===== src/rtl/syst_pkg.sv =====
// Shared constants and types for the weight-stationary systolic array and its stream controller.
package syst_pkg;

  localparam int unsigned X_WIDTH = 8;
  localparam int unsigned Y_WIDTH = 19;
  localparam int unsigned Y1_LAT  = 3;
  localparam int unsigned Y2_LAT  = 4;

  typedef enum logic [1:0] {
    StIdle,
    StStream,
    StDrain,
    StDone
  } ctrl_state_e;

endpackage


===== src/rtl/syst_res_fifo.sv =====
// Synchronous result FIFO with registered storage, occupancy count and same-cycle push/pop.
module syst_res_fifo #(
  parameter int unsigned WIDTH = 38,
  parameter int unsigned DEPTH = 4,
  localparam int unsigned AW   = $clog2(DEPTH)
) (
  input  logic             clk_i,
  input  logic             rst_ni,
  input  logic             push_i,
  input  logic [WIDTH-1:0] data_i,
  input  logic             pop_i,
  output logic [WIDTH-1:0] data_o,
  output logic             empty_o,
  output logic [AW:0]      count_o
);

  logic [WIDTH-1:0] mem_q [DEPTH];
  logic [AW-1:0]    wr_ptr_q, rd_ptr_q;
  logic [AW:0]      count_q;
  logic             full, push_ok, pop_ok;

  assign empty_o = (count_q == '0);
  assign full    = (count_q == (AW + 1)'(DEPTH));
  assign pop_ok  = pop_i && !empty_o;
  // A pop frees the head slot in the same cycle, so a full FIFO may still take a push.
  assign push_ok = push_i && (!full || pop_ok);
  assign data_o  = mem_q[rd_ptr_q];
  assign count_o = count_q;

  always_ff @(posedge clk_i or negedge rst_ni) begin
    if (!rst_ni) begin
      for (int i = 0; i < DEPTH; i++) mem_q[i] <= '0;
      wr_ptr_q <= '0;
      rd_ptr_q <= '0;
      count_q  <= '0;
    end else begin
      if (push_ok) begin
        mem_q[wr_ptr_q] <= data_i;
        wr_ptr_q        <= wr_ptr_q + 1'b1;
      end
      if (pop_ok) rd_ptr_q <= rd_ptr_q + 1'b1;
      if (push_ok && !pop_ok) begin
        count_q <= count_q + 1'b1;
      end else if (pop_ok && !push_ok) begin
        count_q <= count_q - 1'b1;
      end
    end
  end

endmodule


===== src/rtl/syst_ws_ctrl.sv =====
// Stream controller for the 3-in/2-out weight-stationary array: input skew, latency tracking,
// output realignment and a credit-protected result FIFO.
module syst_ws_ctrl import syst_pkg::*; #(
  parameter int unsigned X_WIDTH    = syst_pkg::X_WIDTH,
  parameter int unsigned Y_WIDTH    = syst_pkg::Y_WIDTH,
  parameter int unsigned Y1_LAT     = syst_pkg::Y1_LAT,
  parameter int unsigned Y2_LAT     = syst_pkg::Y2_LAT,
  parameter int unsigned FIFO_DEPTH = 4,
  parameter int unsigned LEN_WIDTH  = 16
) (
  input  logic                 clk_i,
  input  logic                 rst_ni,
  input  logic                 start_i,
  input  logic [LEN_WIDTH-1:0] len_i,
  output logic                 busy_o,
  output logic                 done_o,
  input  logic                 s_valid_i,
  output logic                 s_ready_o,
  input  logic [X_WIDTH-1:0]   s_x1_i,
  input  logic [X_WIDTH-1:0]   s_x2_i,
  input  logic [X_WIDTH-1:0]   s_x3_i,
  output logic [X_WIDTH-1:0]   arr_x1_o,
  output logic [X_WIDTH-1:0]   arr_x2_o,
  output logic [X_WIDTH-1:0]   arr_x3_o,
  input  logic [Y_WIDTH-1:0]   arr_y1_i,
  input  logic [Y_WIDTH-1:0]   arr_y2_i,
  output logic                 m_valid_o,
  input  logic                 m_ready_i,
  output logic [Y_WIDTH-1:0]   m_y1_o,
  output logic [Y_WIDTH-1:0]   m_y2_o
);

  localparam int unsigned CntW   = $clog2(FIFO_DEPTH) + 1;
  localparam int unsigned DlyLen = Y2_LAT - Y1_LAT;

  ctrl_state_e          state_q, state_d;
  logic [LEN_WIDTH-1:0] rem_q, rem_d;
  logic [Y2_LAT-1:0]    vpipe_q, vpipe_d;
  logic [X_WIDTH-1:0]   x2_q, x3_a_q, x3_q;
  logic [CntW-1:0]      inflight, fifo_count, credit_used;
  logic                 s_ready, accept, fifo_empty, fifo_pop;
  logic [Y_WIDTH-1:0]   y1_aligned;
  logic [2*Y_WIDTH-1:0] fifo_head;

  assign accept = s_valid_i && s_ready;

  always_comb begin
    inflight = '0;
    for (int i = 0; i < Y2_LAT; i++) inflight = inflight + CntW'(vpipe_q[i]);
  end

  assign credit_used = inflight + fifo_count;

  // FSM: state register
  always_ff @(posedge clk_i or negedge rst_ni) begin
    if (!rst_ni) begin
      state_q <= StIdle;
      rem_q   <= '0;
    end else begin
      state_q <= state_d;
      rem_q   <= rem_d;
    end
  end

  // FSM: next state
  always_comb begin
    state_d = state_q;
    rem_d   = rem_q;
    unique case (state_q)
      StIdle: begin
        if (start_i) begin
          rem_d   = len_i;
          state_d = (len_i == '0) ? StDone : StStream;
        end
      end
      StStream: begin
        if (accept) begin
          rem_d = rem_q - 1'b1;
          if (rem_q == LEN_WIDTH'(1)) state_d = StDrain;
        end
      end
      StDrain: begin
        if ((vpipe_q == '0) && fifo_empty) state_d = StDone;
      end
      StDone:  state_d = StIdle;
      default: state_d = StIdle;
    endcase
  end

  // FSM: outputs
  always_comb begin
    busy_o  = (state_q != StIdle);
    done_o  = (state_q == StDone);
    // Credits cover tokens still in the array, so every emerging result has a FIFO slot.
    s_ready = (state_q == StStream) && (credit_used < CntW'(FIFO_DEPTH));
  end

  assign s_ready_o = s_ready;

  always_comb begin
    vpipe_d[0] = accept;
    for (int i = 1; i < Y2_LAT; i++) vpipe_d[i] = vpipe_q[i-1];
  end

  // Bubbles push zeros through the skew lines so idle array slots always see zero.
  always_ff @(posedge clk_i or negedge rst_ni) begin
    if (!rst_ni) begin
      vpipe_q <= '0;
      x2_q    <= '0;
      x3_a_q  <= '0;
      x3_q    <= '0;
    end else begin
      vpipe_q <= vpipe_d;
      x2_q    <= accept ? s_x2_i : '0;
      x3_a_q  <= accept ? s_x3_i : '0;
      x3_q    <= x3_a_q;
    end
  end

  assign arr_x1_o = accept ? s_x1_i : '0;
  assign arr_x2_o = x2_q;
  assign arr_x3_o = x3_q;

  if (DlyLen == 0) begin : g_no_dly
    assign y1_aligned = arr_y1_i;
  end else begin : g_dly
    logic [Y_WIDTH-1:0] dly_q [DlyLen];
    logic               tap1;

    assign tap1 = vpipe_q[Y1_LAT-1];

    // Shifts every cycle so y1 stays aligned with its token across bubbles.
    always_ff @(posedge clk_i or negedge rst_ni) begin
      if (!rst_ni) begin
        for (int i = 0; i < DlyLen; i++) dly_q[i] <= '0;
      end else begin
        dly_q[0] <= tap1 ? arr_y1_i : '0;
        for (int i = 1; i < DlyLen; i++) dly_q[i] <= dly_q[i-1];
      end
    end

    assign y1_aligned = dly_q[DlyLen-1];
  end

  assign fifo_pop = m_valid_o && m_ready_i;

  syst_res_fifo #(
    .WIDTH (2 * Y_WIDTH),
    .DEPTH (FIFO_DEPTH)
  ) u_res_fifo (
    .clk_i   (clk_i),
    .rst_ni  (rst_ni),
    .push_i  (vpipe_q[Y2_LAT-1]),
    .data_i  ({y1_aligned, arr_y2_i}),
    .pop_i   (fifo_pop),
    .data_o  (fifo_head),
    .empty_o (fifo_empty),
    .count_o (fifo_count)
  );

  assign m_valid_o = !fifo_empty;
  assign m_y1_o    = fifo_head[2*Y_WIDTH-1:Y_WIDTH];
  assign m_y2_o    = fifo_head[Y_WIDTH-1:0];

endmodule


===== config.mk =====
export PLATFORM = sky130hd
export DESIGN_NAME = syst_ws_ctrl
export DESIGN_NICKNAME = d
export VERILOG_FILES = /design/src/rtl/syst_pkg.sv /design/src/rtl/syst_res_fifo.sv /design/src/rtl/syst_ws_ctrl.sv
export SDC_FILE = /design/constraint.sdc
export NUM_CORES = 1
export LEC_CHECK = 0
export BUFFER_PORTS_ARGS = -buffer_cell sky130_fd_sc_hd__buf_4
export CAP_MARGIN = 30
export CORE_MARGIN = 5
export CORE_UTILIZATION = 40
export DETAILED_ROUTE_END_ITERATION = 10
export PLACE_DENSITY_LB_ADDON = 0.25
export SKIP_LAST_GASP = 1
export SYNTH_ARGS = -nofsm -noshare
export SYNTH_HDL_FRONTEND = slang
export SYNTH_HIERARCHICAL = 1
export SYNTH_SLANG_ARGS = --single-unit

===== constraint.sdc =====
create_clock -name clk_i -period 3.1 [get_ports clk_i]
set_clock_uncertainty 0.2 [all_clocks]
set_input_delay 0.155 -clock clk_i [delete_from_list [all_inputs] [get_ports clk_i]]
set_output_delay 0.155 -clock clk_i [all_outputs]
set_load 0.02 [all_outputs]

* After elaboration in Yosys (flattened, before gate mapping)
Index checks and enable logic that the tools add are counted.
Operators by class: add/sub/neg operators 9, order comparisons 4, equality and inequality tests 9, mux-type cells 21, bitwise operators 2, reduce and logical (&&, ||, !) cells 23
Operators by type and width (number):
- $bwmux 152 | 1
- $mux 38 | 3
- $bmux 38 s2 | 1
- $demux 38 s2 | 1
- $mux 16 | 2
- $pmux 16 s2 | 1
- $mux 8 | 3
- $mux 19 | 1
- $eq 16x1->1 const B | 1
- $logic_not 16->1 | 1
- $sub 16x1->16 const B | 1
- $mux 2 | 5
- $logic_and 1x1->1 | 9
- $ne 2x2->1 const B | 4
- $pmux 2 s4 | 1
- $ge 3x3->1 const B | 2
- $mux 3 | 2
- $not 2->3 | 2
- $reduce_bool 2->1 | 3
- $add 2x1->2 const B | 2
- $eq 2x2->1 const B | 2
- $logic_not 1->1 | 4
- $logic_not 4->1 | 1
- $reduce_and 4->1 | 1
- other kinds (14) | 14
Word-level totals: bits in registers 224, input port bits 83, logic and storage cells 82

* Longest topological paths before layout
word-level depth 10, mapped depth 10, gate-level depth less buffers 10

* Hierarchy
The synthesis kept the hierarchy.
Modules (own cells, without submodules):
- syst_res_fifo | times used 1, cells an instance 405, area an instance 7013.0 µm², sequential area each 3978.8 µm²
- syst_ws_ctrl | times used 1, cells an instance 270, area an instance 2919.0 µm², sequential area each 1626.6 µm²

* Worst setup path before layout
No wires, ideal clock.
path type register -> register, start register u_res_fifo.count_q[2], in the netlist u_res_fifo/count_o[2], end register u_res_fifo.count_q[1], in the netlist u_res_fifo/count_o[1], library setup time 125 ps, arrival time 2463 ps, slack 313 ps, cell stages (with the launch flop) 9, path buffers 0, cells stage by stage dfrtp_1 > nor3_1 > nor2b_1 > nor4b_4 > and2b_1 > ha_1 > inv_1 > fa_1 > mux2_2
On the way: cells in the longest elaborated chain, start to end 9, elaborated cells on any way between the ends 14, classes of those cells eq/ne: 1; mux: 1; reduce/logical: 12
RTL lines:
- start: declaration | line syst_res_fifo.sv:19 | logic [AW:0] count_q;
- start signal: assignment | line syst_res_fifo.sv:43 | count_q <= count_q + 1'b1;
- start signal: assignment | line syst_res_fifo.sv:45 | count_q <= count_q - 1'b1;
- $logic_not 3->1 (*) | line syst_res_fifo.sv:22 | assign empty_o = (count_q == '0);
- named net fifo_empty | line syst_ws_ctrl.sv:41 | logic s_ready, accept, fifo_empty, fifo_pop;
- $logic_not 1->1 (*) | line syst_ws_ctrl.sv:161 | assign m_valid_o = !fifo_empty;
- $logic_and 1x1->1 (*) | line syst_ws_ctrl.sv:145 | assign fifo_pop = m_valid_o && m_ready_i;
- named net fifo_pop | line syst_ws_ctrl.sv:41
- $logic_and 1x1->1 (*) | line syst_res_fifo.sv:24 | assign pop_ok = pop_i && !empty_o;
- $logic_or 1x1->1 (*) | line syst_res_fifo.sv:26 | assign push_ok = push_i && (!full || pop_ok);
- $logic_and 1x1->1 (*) | line syst_res_fifo.sv:26
- named net u_res_fifo.push_ok | line syst_res_fifo.sv:20 | logic full, push_ok, pop_ok;
- $logic_not 1->1 | line syst_res_fifo.sv:44 | end else if (pop_ok && !push_ok) begin
- $logic_and 1x1->1 | line syst_res_fifo.sv:44
- $reduce_bool 2->1 (no source line)
The timed path passes the listed nets; every way through them passes the cells marked *. A chain may end at the register's enable or synchronous reset.

* Final worst setup path
start register vpipe_q[0], end output arr_x1_o[7]
On the way: cells in the longest elaborated chain, start to end 8
RTL lines:
- start: declaration | line syst_ws_ctrl.sv:38 | logic [Y2_LAT-1:0] vpipe_q, vpipe_d;
- start signal: assignment | line syst_ws_ctrl.sv:113 | vpipe_q <= vpipe_d;
- $add 1x1->2 | line syst_ws_ctrl.sv:49 | for (int i = 0; i < Y2_LAT; i++) inflight = inflight + CntW'(vpipe_q[i]);
- $add 2x1->3 | line syst_ws_ctrl.sv:49
- $add 3x1->3 | line syst_ws_ctrl.sv:49
- $add 3x3->3 | line syst_ws_ctrl.sv:52 | assign credit_used = inflight + fifo_count;
- $lt 3x3->1 | line syst_ws_ctrl.sv:95 | s_ready = (state_q == StStream) && (credit_used < CntW'(FIFO_DEPTH));
- $logic_and 1x1->1 | line syst_ws_ctrl.sv:95
- $logic_and 1x1->1 | line syst_ws_ctrl.sv:45 | assign accept = s_valid_i && s_ready;
- $mux 8 | line syst_ws_ctrl.sv:120 | assign arr_x1_o = accept ? s_x1_i : '0;
- end: declaration | line syst_ws_ctrl.sv:22 | output logic [X_WIDTH-1:0] arr_x1_o,
No other way between the ends.

==> flow_metrics.env <==
export IMPL_r2r_slack_ns=0.18
export IMPL_top_layer="met4"
export IMPL_max_freq_ghz=0.333
export IMPL_yosysTopAreaCellShare_pct=56.4
export IMPL_viasPerCell=4.99
export IMPL_cts_tree="yes"
export IMPL_wl_per_cell_um=17.4
export IMPL_clkTransAtPathRegs_ns=0.06
export IMPL_syn_to_final_growth_pct=32.6
export IMPL_synth_edff_count=0
export IMPL_timing_hold_violations_final=0
export IMPL_status="complete, no violations"
export IMPL_synth_top_cell_by_area="dfrtp_1"
export IMPL_clock_sinks=224
export IMPL_synth_cells=675
export IMPL_pre_cts_ws_ns=0.243
export IMPL_wl_met2_mm=10.7
export IMPL_grt_overflow_total=0
export IMPL_port_buffers=148
export IMPL_holdCritPathClass="input pin to async pin"
export IMPL_yosys_warnings=6
export IMPL_synth_cell_types=52
export IMPL_fin_nets=1024
export IMPL_track_usage_pct=15.8
export IMPL_path_class="register to output port"
export IMPL_ant_nets=0
export IMPL_via_count=6302
export IMPL_routabilityCongestion=0.826
export IMPL_period_needed_ns=3.01
export IMPL_grt_pass1_vias=6766
export IMPL_drtIter0Drc=202
export IMPL_synth_area_leaders="dfrtp_1 56%, mux2_2 17%, mux4_2 8.6%, and2_1 2.8%, ha_1 1.9%"
export IMPL_final_area_um2=13200
export IMPL_grt_pass1_wl_mm=36.3
export IMPL_crit_family="adder cells"
export IMPL_drt_pass1_iterations=4
export IMPL_finalWorstSetupSlack_ns=0.0931
export IMPL_cp_max_fo=4
export IMPL_cts_root_buffer="clkbuf_16"
export IMPL_critPathRequiredTime_ns=2.74
export IMPL_finalSetupViolCount=0
export IMPL_syn_cell_area_um2=9930
export IMPL_synthArstFlopShare_pct=100
export IMPL_reg2reg_from="vpipe_q[0]$_DFF_PN0_"
export IMPL_fp_dieH_um=168
export IMPL_critPathSlowestCell="fa_2"
export IMPL_ys_ff_latch=224
export IMPL_worst_path_buf_inv=3
export IMPL_rows=57
export IMPL_tightest_slew_ns=0.641
export IMPL_worst_slew_margin_rel_pct=57.2
export IMPL_p_leak_nw=6.03
export IMPL_core_area_um2=24400
export IMPL_endpoint_kind="output port"
export IMPL_cpPeakStageDelay_ns=0.57
export IMPL_yosys_most_used_dff="dfrtp_1"
export IMPL_tns_ns=0
export IMPL_drive_gt1_share_pct=45.5
export IMPL_avgSynthCellArea_um2=14.7
export IMPL_cp_common_cell="buf_4"
export IMPL_slew_violations=0
export IMPL_met3_length_mm=1.31
export IMPL_io_pins=149
export IMPL_cp_arrival_ns=2.65
export IMPL_clockBufferDepth=3
export IMPL_grt_max_degree=73
export IMPL_antenna_cells=0
export IMPL_drc=0
export IMPL_insertion_delay_ns=0.51
export IMPL_timing_critical_path_depth=9
export IMPL_crit_chain="fa_2 -> ha_1 -> nand3_2 -> a21o_1 -> and2_4 -> clkinvlp_4 -> buf_4 -> and2_1 -> buf_4"
export IMPL_ir_drop_uv=438
export IMPL_drt_wl_total_mm=22.0
export IMPL_power_density_nw_per_um2=963
export IMPL_wl_met1_mm=9.70
export IMPL_placed_area_um2=11500
export IMPL_cts_made_buffers=24
export IMPL_r2r_end="rem_q[10]$_DFFE_PN0P_"
export IMPL_synth_nets=775
export IMPL_fin_crit_sh_pct=97.0
export IMPL_start_util_pct=40.7
export IMPL_dp_hpwl_mm=13.8
export IMPL_ys_seq_area_share_pct=56.4
export IMPL_grt_antenna_before_repair=0
export IMPL_dieArea_um2=28100
export IMPL_worst_setup_path_start_kind="register"
export IMPL_reg2reg_depth=8
export IMPL_cap_violations=0
export IMPL_chipWidth_um=168
export IMPL_cts_max_level=1
power by group:
group / internal (W) / leakage [nW] / total [W] / switching, W
clock: 0.00180 / 0.405 / 0.00291 / 0.00111
combinational: 0.00270 / 2.76 / 0.00501 / 0.00232
sequential: 0.00405 / 2.87 / 0.00476 / 0.000707
total: 0.00855 / 6.03 / 0.0127 / 0.00414
timing repair:
item                                    in CTS  in global routing
pin swaps                                    2                  4
gates resized for setup                      5                  7
endpoints found under the setup margin       8                  9
hold endpoints to repair                   354                  0
cloned                                       0                  0
hold buffers                                78                  0
setup buffers                                7                  2
per-layer routing:
metal	up-vias	global-route usage, %
li1	2943	-
met1	3198	20.9
met2	136	26.6
met3	25	4.01
met4	0	3.11
met5	-	0
synthesized netlist by cell type (3+ instances only):
cell type / number
nand3_1: 5
mux2_2: 149
a21oi_1: 15
o21ai_0: 5
buf_2: 11
a311oi_1: 10
nor4_1: 4
buf_6: 13
nor3_1: 10
inv_1: 14
mux4_2: 38
or3_1: 3
mux2i_1: 3
xnor2_1: 5
clkbuf_1: 12
nand2b_1: 7
o211ai_1: 3
mux2_4: 5
and2_1: 45
dfrtp_1: 224
nor2_1: 27
nand2_1: 11
ha_1: 15
worst max path at each step:
stage,start,endpoint,slack [ns]
floorplan,u_res_fifo/count_o[2]$_DFFE_PN0P_,u_res_fifo/count_o[1]$_DFFE_PN0P_,0.31
finish,vpipe_q[0]$_DFF_PN0_,arr_x1_o[7],0.09
detailed placement,vpipe_q[0]$_DFF_PN0_,rem_q[9]$_DFFE_PN0P_,0.24
CTS,vpipe_q[0]$_DFF_PN0_,arr_x1_o[4],0.01
global route,vpipe_q[0]$_DFF_PN0_,arr_x1_o[0],-0.03
global placement,vpipe_q[0]$_DFF_PN0_,arr_x1_o[7],0.33
stage by stage:
step | power [W] | util, % | hold WS (ns) | cells
global placement | 0.00959 | 47.0 | -0.0464 | 1135
detailed placement | 0.00968 | 47.0 | -0.0466 | 1135
global route | 0.0135 | 54.0 | 0.0508 | 1264
floorplan | 0.00796 | - | -0.341 | 675
CTS | 0.0128 | 53.8 | 0.00905 | 1262
finish | 0.0127 | 54.0 | 0.00178 | 1264
worst reg2reg max path: stages, from the launching register on:
cell           delay, ns
dfrtp_1             0.40
fa_2                0.57
ha_1                0.23
nand3_2             0.10
and2_1              0.16
a21oi_1             0.13
o31a_1              0.26
o32ai_1             0.22
dlygate4sd3_1       0.59
area by class of cell:
| class | instances | area (um^2) |
|---|---|---|
| clock buffer | 37 | 741 |
| clock inverter | 5 | 78.8 |
| fill | 2052 | 11200 |
| inverter | 15 | 60.1 |
| multi-input combinational | 400 | 4090 |
| sequential | 224 | 5610 |
| tap | 324 | 405 |
| timing repair buffer | 259 | 2190 |
flip-flops by register name, summed over array words and instances (netlist names):
name	cells
u_res_fifo/mem_q	152
g_dly.dly_q	19
rem_q	16
arr_x2_o	8
arr_x3_o	8
x3_a_q	8
vpipe_q	4
u_res_fifo/count_o	3
state_q	2
u_res_fifo/rd_ptr_q	2
u_res_fifo/wr_ptr_q	2
cell usage in the layout, fill, tap and decap left out, types with 5 or more instances in the layout:
master | netlist | layout
a21oi_1 | 15 | 14
a311oi_1 | 10 | 10
and2_1 | 45 | 44
buf_4 | 0 | 175
clkbuf_1 | 12 | 5
clkbuf_16 | 0 | 25
clkbuf_8 | 0 | 7
dfrtp_1 | 224 | 222
dlygate4sd3_1 | 0 | 78
ha_1 | 15 | 14
inv_1 | 14 | 13
mux2_2 | 149 | 149
mux2_4 | 5 | 5
mux4_2 | 38 | 38
nand2_1 | 11 | 11
nand2b_1 | 7 | 7
nor2_1 | 27 | 23
nor3_1 | 10 | 10
o21ai_0 | 5 | 5
xnor2_1 | 5 | 5
kinds of logic (layout without fill, tap and decap cells):
logic type                 Yosys count  in the layout  share of synthesized area [%]
xor gates and xnor gates             7              7                          0.617
AOI/OAI and AO/OA                   52             52                           3.62
muxes                              195            195                           26.6
adders and majority gates           17             17                           2.29
and+or+nand+nor                    129            129                           7.42
buffers and inverters               51            316                           3.05
DFF                                224            224                           56.4
(Power assumes the default switching activity.)
